===== src/rtl/mux_pkg.sv =====
// Shared constants for 2:1 mux users and the mux_2_arbiter front end.
// Select encoding, arbiter state encoding, source ids and default data width.
package mux_pkg;

    localparam int DEFAULT_WIDTH = 1;

    localparam logic SEL_X1 = 1'b0;
    localparam logic SEL_X2 = 1'b1;

    typedef enum logic {
        EMPTY = 1'b0,
        FULL  = 1'b1
    } state_e;

    typedef enum logic {
        SRC1 = 1'b0,
        SRC2 = 1'b1
    } src_e;

    function automatic logic src_to_sel(input src_e s);
        return (s == SRC2) ? SEL_X2 : SEL_X1;
    endfunction

endpackage


===== src/rtl/rr_pick_2.sv =====
// Two-way round-robin pick: a lone requester wins, a tie goes to the
// source that did not win last.
module rr_pick_2
    import mux_pkg::*;
(
    input  logic req1,
    input  logic req2,
    input  src_e last_win,
    output src_e winner
);

    always_comb begin
        winner = SRC1;
        if (req1 && req2) begin
            winner = (last_win == SRC1) ? SRC2 : SRC1;
        end else if (req2) begin
            winner = SRC2;
        end
    end

endmodule


===== src/rtl/mux_2_arbiter.sv =====
// Arbitrated 2:1 mux with a one-word registered output slot, valid/ready
// drain side, and per-source accept counters.
module mux_2_arbiter
    import mux_pkg::*;
#(
    parameter int WIDTH = DEFAULT_WIDTH
) (
    input  logic             clk,
    input  logic             rst_n,
    input  logic             req1,
    input  logic [WIDTH-1:0] x1,
    output logic             ack1,
    input  logic             req2,
    input  logic [WIDTH-1:0] x2,
    output logic             ack2,
    output logic             c,
    output logic [WIDTH-1:0] y,
    output logic             y_valid,
    input  logic             y_ready,
    output logic [7:0]       cnt1,
    output logic [7:0]       cnt2
);

    state_e           state_q, state_d;
    src_e             last_win_q, last_win_d;
    logic [WIDTH-1:0] y_q, y_d;
    logic             c_q, c_d;
    logic [7:0]       cnt1_q, cnt1_d;
    logic [7:0]       cnt2_q, cnt2_d;

    src_e winner;
    logic slot_free;
    logic load;

    rr_pick_2 u_pick (
        .req1     (req1),
        .req2     (req2),
        .last_win (last_win_q),
        .winner   (winner)
    );

    // rst_n gates load so no ack can escape while the block is held in reset.
    assign slot_free = (state_q == EMPTY) || y_ready;
    assign load      = rst_n && slot_free && (req1 || req2);
    assign ack1      = load && (winner == SRC1);
    assign ack2      = load && (winner == SRC2);

    always_comb begin
        state_d    = state_q;
        last_win_d = last_win_q;
        y_d        = y_q;
        c_d        = c_q;
        cnt1_d     = cnt1_q;
        cnt2_d     = cnt2_q;
        if (load) begin
            state_d    = FULL;
            last_win_d = winner;
            y_d        = (winner == SRC2) ? x2 : x1;
            c_d        = src_to_sel(winner);
            if (winner == SRC1) begin
                cnt1_d = cnt1_q + 8'd1;
            end else begin
                cnt2_d = cnt2_q + 8'd1;
            end
        end else if (state_q == FULL && y_ready) begin
            state_d = EMPTY;
        end
    end

    always_ff @(posedge clk or negedge rst_n) begin
        if (!rst_n) begin
            state_q    <= EMPTY;
            last_win_q <= SRC2;
            y_q        <= '0;
            c_q        <= SEL_X1;
            cnt1_q     <= 8'd0;
            cnt2_q     <= 8'd0;
        end else begin
            state_q    <= state_d;
            last_win_q <= last_win_d;
            y_q        <= y_d;
            c_q        <= c_d;
            cnt1_q     <= cnt1_d;
            cnt2_q     <= cnt2_d;
        end
    end

    assign y_valid = (state_q == FULL);
    assign y       = y_q;
    assign c       = c_q;
    assign cnt1    = cnt1_q;
    assign cnt2    = cnt2_q;

endmodule


===== config.mk =====
export PLATFORM = sky130hd
export DESIGN_NAME = mux_2_arbiter
export DESIGN_NICKNAME = d
export VERILOG_FILES = /design/src/rtl/mux_pkg.sv /design/src/rtl/rr_pick_2.sv /design/src/rtl/mux_2_arbiter.sv
export SDC_FILE = /design/constraint.sdc
export NUM_CORES = 1
export LEC_CHECK = 0
export CORE_AREA = 3 3 59 61
export DETAILED_ROUTE_END_ITERATION = 7
export DIE_AREA = 0 0 62 64
export REMOVE_ABC_BUFFERS = 1
export SETUP_SLACK_MARGIN = 0.1
export SLEW_MARGIN = 0
export SYNTH_ARGS = -nofsm -noshare
export SYNTH_HDL_FRONTEND = slang
export SYNTH_SLANG_ARGS = --single-unit

===== constraint.sdc =====
create_clock -name clk -period 1.72 [get_ports clk]
set_input_delay 0.344 -clock clk [delete_from_list [all_inputs] [get_ports clk]]
set_output_delay 0.344 -clock clk [all_outputs]
set_load 0.02 [all_outputs]

==> impl_metrics.csv, run 1 <==
group,metric,value,unit
die,initial_utilization,29.6,%
job,drv_cap,0,
critical_path,crit_chain,"clkdlybuf4s50_1, nand2b_4, nand3_2, inv_4, buf_6",
timing,skew,0.00265,ns
synth,ys_ff_latch,20,
cells_and_area,final_nets,126,
detailed_routing,drt_first_pass_iters,4,
timing,setup_tns,0,ns
global_routing,overflow,0,
detailed_routing,ant_nets,0,
place,pre_cts_ws,-0.460,ns
critical_path,crit_fanout,4,
timing,rsz0062_at_grt,"true",
timing,hold_slack,0.136,ns
detailed_routing,drc,0,
synth,syn_area_per_cell,11.6,µm²
clock_tree,clockBufferDepth,2,
synth,yosysTopAreaCell,"dfrtp_1",
clock_tree,cts_buffers,3,
cells_and_area,final_layout_size_suffix_gt1_share,19.8,%
critical_path,reg2reg_from,"last_win_q",
clock_tree,cts_tree,"built",
detailed_routing,num_vias,714,
synth,async_reset_ff_share,100,%
detailed_routing,wire_per_inst,11.5,µm
critical_path,cp_slowest_cell,"clkdlybuf4s50_1",
clock_tree,htree_levels,1,
critical_path,crit_arrival,1.27,ns
die,die_area,3970,µm²
cells_and_area,areaGrowthSynthToFinish,45.4,%
global_routing,grt_max_degree,17,
synth,ys.flop_type,"dfrtp_1",
critical_path,worstSetupEndpointType,"primary output",
cells_and_area,utilization,43.0,%
timing,slew_headroom,82.9,%
detailed_routing,vias_per_cell,4.46,
place,gp_congestion,0.762,
critical_path,slowest_delay,0.46,ns
timing,slew_violations,0,
timing,max_clock_freq,620,MHz
die,core_area,3030,µm²
synth,synth_cells,77,
die,pin_count,28,
synth,synth_top_area_share,53.1,%
place,io_buffers,27,
timing,period_share,93.8,%
synth,synth_edf_count,0,
cells_and_area,n_antenna_cell,0,
timing,finalSetupViolCount,0,
detailed_routing,drt-initial-drc-count,32,
synth,ys_seq_area_share,56.0,%
critical_path,cpLargestDelayFamily,"buffers and inverters",
cells_and_area,multi_input_area,394,µm²
critical_path,critical_path_class,"input pin to primary output",
detailed_routing,wirelength,1830,µm
clock_tree,worstSkewPairLatency,0.29,ns
pwr,ir_drop,324,µV
die,die_w,62,µm
synth,synth_area_leaders,"dfrtp_1 (53%), xnor2_1 (12%), nand4_1 (5.6%), nand2_1 (4.6%), dfstp_2 (2.9%)",
synth,synthesis.area,896,µm²
die,die_height,64,µm
clock_tree,cts_hold_buf,0,
die,fp-row-count,20,
critical_path,startpoint,"y_ready",
synth,ys_warn_count,0,
hold_path,hp-class,"input pin to asynchronous set/reset pin",
timing,final_hold_viol_count,0,
clock_tree,root_buffer,"clkbuf_4",
global_routing,antenna_found_initial,0,
global_routing,track_usage,10.8,%
timing,worst_pin_slew,0.256,ns
synth,synthDistinctLibCells,21,
pwr,leakagePower,0.648,nW
global_routing,grt_pass1_wl,3220,µm
cells_and_area,n_fill_cell,310,
clock_tree,clk_pin_slew,0.10,ns
critical_path,start_kind,"input pin",
timing,layout_setup_ws,0.107,ns
timing,fin_crit,1.61,ns
run_status,status,"complete, no violations",
global_routing,grt_pass1_vias,688,
cells_and_area,final-seq-area,502,µm²
place,dpl.hpwl,1430,µm
pwr,p_per_area,1190,nW/µm²
pwr,p_total,1.55,mW
clock_tree,clkSinkCount,20,
critical_path,cp_num_buf_inv,3,
critical_path,cp.required,1.38,ns
[cells in the final DEF (no fill, tap or decap), drive strengths merged, types with 4 or more instances in the layout]
cell and n:
dlygate4sd2 21, dfrtp 19, xnor2 12, nand2 11, buf 10, nand4 9, nor2 4, clkbuf 4
[power breakdown]
part           total, mW  internal [mW]  leakage, nW  switching, mW
logic              0.577          0.258        0.379          0.319
clock network      0.224         0.0901       0.0150          0.134
registers          0.746          0.594        0.254          0.152
[cell families after synthesis]
kind of cell	Yosys count	share of synthesized area [%]
AO/OA/AOI/OAI	5	4.33
flip-flops	20	56.0
AND/OR/NAND/NOR	33	21.5
adder cells (fa/ha/maj)	2	2.79
buffers and inverters	3	1.68
XOR/XNOR	14	13.7
[area by class of cell]
class	count	share of cell area (%)
tap	44	4.23
timing repair buffer	35	23.7
clock buffer	4	2.02
sequential	20	38.5
multi-input combinational	54	30.3
inverter	3	1.25
[path summary, 6_finish.rpt]
kind                       endpoint  slack (ns)  cells past startpoint
max                            ack2        0.11                      5
max reg2reg                       y        0.23                      8
min in group clk            cnt2[7]        0.47                      1
min                         y_valid        0.14                      2
max in group asynchronous   cnt1[3]        1.36                      2
min reg2reg                 cnt2[7]        0.47                      1
[metrics by stage]
stage          instances  instance area, µm²
2_1_floorplan         77                 896
3_3_place_gp         155                1270
3_5_place_dp         155                1270
4_1_cts              159                1270
5_1_grt              160                1300
6_report             160                1300
[sequential cells by signal, summed over array words and instances, names as in the netlist]
| register | cells |
|---|---|
| cnt2 | 8 |
| y | 1 |
| c | 1 |
| last_win_q | 1 |
| y_valid | 1 |
| cnt1 | 8 |
[cells in the mapped netlist (all sizes together), types with 2 or more instances]
master	number
nand3	3
o21ai	2
nand2	11
nand2b	2
nor2	4
nor3	2
xnor2	12
nand4	9
ha	2
inv	2
and3	2
dfrtp	19
xor2	2
[layer usage]
metal | track usage, % | vias up | routed length [µm]
met1 | 13.4 | 352 | 781
li1 | - | 341 | -
met5 | 0 | - | 0
met3 | 2.83 | 2 | 94
met4 | 4.77 | 0 | 22
met2 | 17.0 | 19 | 936
[what timing repair did]
item | 4_1_cts | 5_1_grt
gates cloned | 0 | 0
gates resized for setup | 31 | 7
setup endpoints to repair | 20 | 2
pin swaps | 0 | 2
setup buffers | 0 | 1
Power figures use the tool's default switching activity.
==> run 2, diff against run 1 <==
--- a/config.mk
+++ b/config.mk
@@ -9,8 +9,9 @@
 export DETAILED_ROUTE_END_ITERATION = 7
 export DIE_AREA = 0 0 62 64
 export REMOVE_ABC_BUFFERS = 1
-export SETUP_SLACK_MARGIN = 0.1
+export SETUP_SLACK_MARGIN = 0.5
 export SLEW_MARGIN = 0
 export SYNTH_ARGS = -nofsm -noshare
 export SYNTH_HDL_FRONTEND = slang
+export SYNTH_HIERARCHICAL = 1
 export SYNTH_SLANG_ARGS = --single-unit
==> impl_metrics.csv, run 2 <==
group,metric,value,unit
detailed_routing,wirelength,2250,µm
cells_and_area,stdcell_area,1680,µm²
detailed_routing,drt_first_pass_iters,4,
synth,synth_top_area_share,52.6,%
timing,max_clock_freq,615,MHz
die,initial_utilization,29.8,%
job,drv_cap,0,
pwr,p_per_area,1170,nW/µm²
die,core_area,3030,µm²
global_routing,antenna_found_initial,0,
critical_path,reg2reg_from,"y_valid",
synth,synthDistinctLibCells,25,
synth,async_reset_ff_share,100,%
cells_and_area,final_cell_mix,"buf_4 (28), buf_6 (27), dfrtp_1 (18)",
synth,ys_warn_count,6,
critical_path,slowest_delay,0.40,ns
clock_tree,clockBufferDepth,2,
synth,synth_area_leaders,"dfrtp_1 (53%), xnor2_1 (12%), nand4_1 (3.5%), dfstp_2 (2.9%), ha_1 (2.8%)",
timing,worst_pin_slew,0.257,ns
place,placed_cell_area,1300,µm²
pwr,leakagePower,0.818,nW
clock_tree,root_buffer,"clkbuf_4",
place,gp_congestion,0.797,
cells_and_area,multi_input_area,493,µm²
run_status,status,"complete, no violations",
synth,synth_edf_count,0,
synth,ys_ff_latch,20,
global_routing,grt_max_degree,21,
die,fp-row-count,20,
die,die_area,3970,µm²
cells_and_area,final_nets,150,
clock_tree,cts_tree,"built",
cells_and_area,final-seq-area,503,µm²
global_routing,grt_pass1_wl,3670,µm
pwr,ir_drop,843,µV
cells_and_area,utilization,55.5,%
synth,ys_seq_area_share,55.5,%
hold_path,hp-class,"input pin to asynchronous set/reset pin",
timing,skew,0.00697,ns
timing,slew_violations,0,
place,dpl.hpwl,1370,µm
detailed_routing,ant_nets,0,
place,placed_cells,153,
place,io_buffers,27,
synth,synthesis.area,903,µm²
detailed_routing,wire_per_inst,12.2,µm
global_routing,overflow,0,
critical_path,rr_worst_depth,6,
global_routing,grt_pass1_vias,853,
pwr,swShare,36.6,%
clock_tree,clk_pin_slew,0.11,ns
cells_and_area,n_fill_cell,264,
critical_path,crit_arrival,1.28,ns
timing,slew_headroom,82.8,%
timing,finalSetupViolCount,0,
pwr,pwr-share-clk,11.8,%
synth,yosysTopAreaCell,"dfrtp_1",
cells_and_area,n_antenna_cell,0,
cells_and_area,fin_cells,184,
critical_path,reg2reg_setup_slack,0.13,ns
critical_path,critical_path_class,"flop to primary output",
critical_path,start_kind,"flop",
pwr,power_frac_seq,35.0,%
synth,synth.most_common_cell,"dfrtp_1",
timing,period_share,94.6,%
die,die_height,64,µm
critical_path,r2r-end,"cnt1[1]",
synth,syn_area_per_cell,12.4,µm²
cells_and_area,final_layout_size_suffix_gt1_share,59.3,%
cells_and_area,layout_commonest_cell,"buf_4",
global_routing,track_usage,12.1,%
clock_tree,clkSinkCount,20,
timing,rsz0062_at_grt,"true",
synth,ys.flop_type,"dfrtp_1",
synth,synth_cells,73,
clock_tree,cts_buffers,3,
clock_tree,cts_hold_buf,0,
critical_path,worstSetupEndpointType,"primary output",
critical_path,crit_path_end,"ack1",
cells_and_area,areaGrowthSynthToFinish,85.9,%
timing,fin_crit,1.63,ns
detailed_routing,drt-initial-drc-count,20,
timing,layout_setup_ws,0.0932,ns
die,die_w,62,µm
clock_tree,htree_levels,1,
detailed_routing,vias_per_cell,4.37,
clock_tree,worstSkewPairLatency,0.30,ns
critical_path,cp.required,1.38,ns
critical_path,startpoint,"y_valid",
pwr,switchingPower,0.718,mW
detailed_routing,drc,0,
detailed_routing,num_vias,804,
critical_path,crit_chain,"and2b_4, nor3_4, buf_6",
pwr,p_int,1.24,mW
synth,synth_common_cells,"dfrtp_1 (19), xnor2_1 (12), nand2_1 (6), nand4_1 (5), nand3_1 (4)",
timing,final_hold_viol_count,0,
critical_path,cp_slowest_cell,"dfrtp_1",
die,pin_count,28,
place,pre_cts_ws,-0.537,ns
critical_path,crit_fanout,3,
pwr,combPwrFrac,53.2,%
run 2: changes by cell type in the layout (fill, tap and decap cells not counted), moves of 3 or more:
cell	before	now
nand2_1	11	3
xnor2_2	0	3
buf_6	2	27
xnor2_1	12	9
nand4_1	8	5
nand2_2	0	3
dlygate4sd2_1	21	4
buf_4	8	28
nand3_4	0	3
nor2_1	4	1
run 2: cell families after synthesis:
family                   count (synthesis)  share of synthesized area (%)
XOR/XNOR                                14                           13.6
flip-flops                              20                           55.5
AND/OR/NAND/NOR                         26                           18.4
AO/OA/AOI/OAI                            6                           5.26
multiplexers                             3                           3.60
adder cells (fa/ha/maj)                  2                           2.77
buffers and inverters                    2                          0.830
run 2: worst max-delay path: cells and delay by family, from the launching register on:
kind	cells	cell delay, ns
flops	1	0.40
simple gates	2	0.43
buf+inv	1	0.15
run 2: area by class of cell:
| type | instances | share of cell area [%] |
|---|---|---|
| inverters | 2 | 0.447 |
| repair buffers | 63 | 35.4 |
| well taps | 44 | 3.28 |
| clock buffers | 4 | 1.56 |
| multi-input cells | 51 | 29.4 |
| flip-flops and latches | 20 | 30.0 |
run 2: worst min path at each step:
| stage | startpoint | end | slack (ns) | depth (start not counted) |
|---|---|---|---|---|
| detailed placement | cnt1[7] | cnt1[7] | 0.46 | 1 |
| finish | rst_n | cnt1[2] | 0.23 | 2 |
| global placement | cnt1[7] | cnt1[7] | 0.46 | 1 |
| global route | rst_n | c | 0.24 | 2 |
| CTS | rst_n | cnt1[2] | 0.23 | 2 |
| floorplan | rst_n | c | 0.05 | 0 |
run 2: timing repair:
action                                  4_1_cts  5_1_grt
buffers inserted                             20        7
pin swaps                                     9        7
endpoints found under the setup margin       38       36
endpoints found under the hold margin         0        0
gates resized for setup                     118       39
run 2: per-stage QoR:
step,hold WS [ns],power (mW),TNS [ns]
after global routing,0.244,2.09,0
after global placement,0.461,1.39,-2.78
after detailed placement,0.462,1.40,-2.86
final,0.230,1.96,0
after floorplan,0.0484,1.05,0
after CTS,0.229,1.78,0
run 2: per-layer routing:
metal,GRT usage (%),wire (µm),up-vias
li1,-,-,386
met1,15.1,977,390
met2,19.3,1130,24
met3,4.24,130,4
met4,3.71,17,0
met5,0,0,-
run 2: power by group through the flow:
stage               sequential [mW]  clock [mW]  combinational (mW)
floorplan                     0.856           0               0.199
CTS                           0.668       0.242               0.874
finish                        0.687       0.231                1.04
global placement              0.736           0               0.653
detailed placement            0.739           0               0.660
global route                  0.708       0.264                1.12
==> run 3, diff against run 2 <==
--- a/config.mk
+++ b/config.mk
@@ -8,6 +8,7 @@
 export CORE_AREA = 3 3 59 61
 export DETAILED_ROUTE_END_ITERATION = 7
 export DIE_AREA = 0 0 62 64
+export MAX_ROUTING_LAYER = met4
 export REMOVE_ABC_BUFFERS = 1
 export SETUP_SLACK_MARGIN = 0.5
 export SLEW_MARGIN = 0
==> impl_metrics.csv, run 3 (synthesis results as in run 2) <==
group,metric,value,unit
die,pin_count,28,
critical_path,start_kind,"flop",
critical_path,cp_num_buf_inv,1,
cells_and_area,n_antenna_cell,0,
cells_and_area,areaGrowthSynthToFinish,85.9,%
timing,slew_violations,0,
clock_tree,cts_buffers,3,
global_routing,top_usage_layer,"met2",
detailed_routing,drc,0,
global_routing,antenna_found_initial,0,
hold_path,hp-class,"input pin to asynchronous set/reset pin",
cells_and_area,stdcell_area,1680,µm²
timing,skew,0.00706,ns
critical_path,crit_chain,"and2b_4, nor3_4, buf_6",
critical_path,crit_path_end,"ack1",
die,die_w,62,µm
critical_path,cp_slowest_cell,"dfrtp_1",
global_routing,grtUsageMet3,3.84,%
critical_path,rr_worst_depth,6,
pwr,ir_drop,842,µV
clock_tree,cts_tree,"built",
critical_path,r2r-end,"cnt1[1]",
cells_and_area,layout_commonest_cell,"buf_4",
detailed_routing,vias_per_cell,4.40,
die,fp-row-count,20,
cells_and_area,final_layout_size_suffix_gt1_share,59.3,%
critical_path,cp.required,1.38,ns
timing,rsz0062_at_grt,"true",
pwr,p_per_area,1170,nW/µm²
die,die_height,64,µm
detailed_routing,num_vias,809,
critical_path,worstSetupEndpointType,"primary output",
timing,fin_crit,1.63,ns
run_status,status,"complete, no violations",
detailed_routing,drt-initial-drc-count,19,
global_routing,grt_max_degree,21,
cells_and_area,final_nets,150,
critical_path,cpLargestDelayFamily,"simple AND/OR/NAND/NOR gates",
place,gp_congestion,0.809,
die,die_area,3970,µm²
global_routing,met1_usage,15.6,%
pwr,p_total,1.96,mW
die,core_area,3030,µm²
clock_tree,htree_levels,1,
global_routing,track_usage,12.5,%
global_routing,grt_pass1_vias,853,
global_routing,grt_pass1_wl,3680,µm
critical_path,reg2reg_setup_slack,0.13,ns
place,io_buffers,27,
clock_tree,clockBufferDepth,2,
critical_path,slowest_delay,0.40,ns
timing,max_clock_freq,615,MHz
global_routing,overflow,0,
clock_tree,worstSkewPairLatency,0.30,ns
cells_and_area,final_cell_mix,"buf_4 (28), buf_6 (27), dfrtp_1 (18)",
place,dpl.hpwl,1370,µm
die,initial_utilization,29.8,%
detailed_routing,wirelength,2250,µm
critical_path,critical_path_class,"flop to primary output",
clock_tree,clk_pin_slew,0.11,ns
job,drv_cap,0,
timing,slew_headroom,82.7,%
timing,worst_pin_slew,0.259,ns
timing,final_hold_viol_count,0,
clock_tree,clkSinkCount,20,
timing,finalSetupViolCount,0,
timing,period_share,94.5,%
detailed_routing,ant_nets,0,
detailed_routing,drt_first_pass_iters,4,
critical_path,reg2reg_from,"y_valid",
critical_path,crit_arrival,1.28,ns
critical_path,startpoint,"y_valid",
critical_path,crit_fanout,3,
pwr,leakagePower,0.818,nW
place,placed_cell_area,1300,µm²
global_routing,met2_usage,19.2,%
critical_path,cp_num_cells,3,
clock_tree,root_buffer,"clkbuf_4",
detailed_routing,wire_per_inst,12.3,µm
timing,hold_slack,0.231,ns
-- run 3: final cells by class --
| class | instances | area [µm²] |
|---|---|---|
| clock buffer | 4 | 26.3 |
| fill | 264 | 1350 |
| inverter | 2 | 7.51 |
| multi-input combinational | 51 | 493 |
| sequential | 20 | 503 |
| tap | 44 | 55.1 |
| timing repair buffer | 63 | 594 |
-- run 3: metrics by stage --
step / cells / worst slack (ns) / setup TNS [ns] / utilization [%]
after detailed placement: 153 / -0.537 / -2.86 / 42.8
after global placement: 153 / -0.550 / -2.78 / 42.8
after floorplan: 73 / 0.180 / 0 / -
after global routing: 184 / 0.0422 / 0 / 55.5
final: 184 / 0.0940 / 0 / 55.5
after CTS: 177 / 0.0857 / 0 / 48.8
-- run 3: how the worst min path moves through the flow --
stage                     endpoint  slack [ns]  depth (start not counted)
after detailed placement   cnt1[7]        0.46                          1
final                      cnt1[2]        0.23                          2
after global routing             c        0.24                          2
after CTS                  cnt1[2]        0.23                          2
after global placement     cnt1[7]        0.46                          1
after floorplan                  c        0.05                          0
-- run 3: layer usage --
layer | vias to the layer above | wire length [µm] | part of all wire, %
li1 | 386 | - | -
met3 | 4 | 135 | 6.0
met2 | 26 | 1120 | 50
met5 | - | 0 | 0
met1 | 393 | 982 | 44
met4 | 0 | 17 | 0.75
-- run 3: power breakdown --
group	switching, mW	total [mW]	internal, mW	leakage, nW
sequential	0.0923	0.687	0.594	0.253
combinational	0.485	1.04	0.559	0.551
clock	0.140	0.231	0.0903	0.0150
total	0.718	1.96	1.24	0.818
-- run 3: timing repair --
action                                  CTS  global route
resized for setup                       118            39
hold buffers                              0             0
buffers inserted                         20             7
pin swaps                                 9             7
endpoints found under the setup margin   38            36
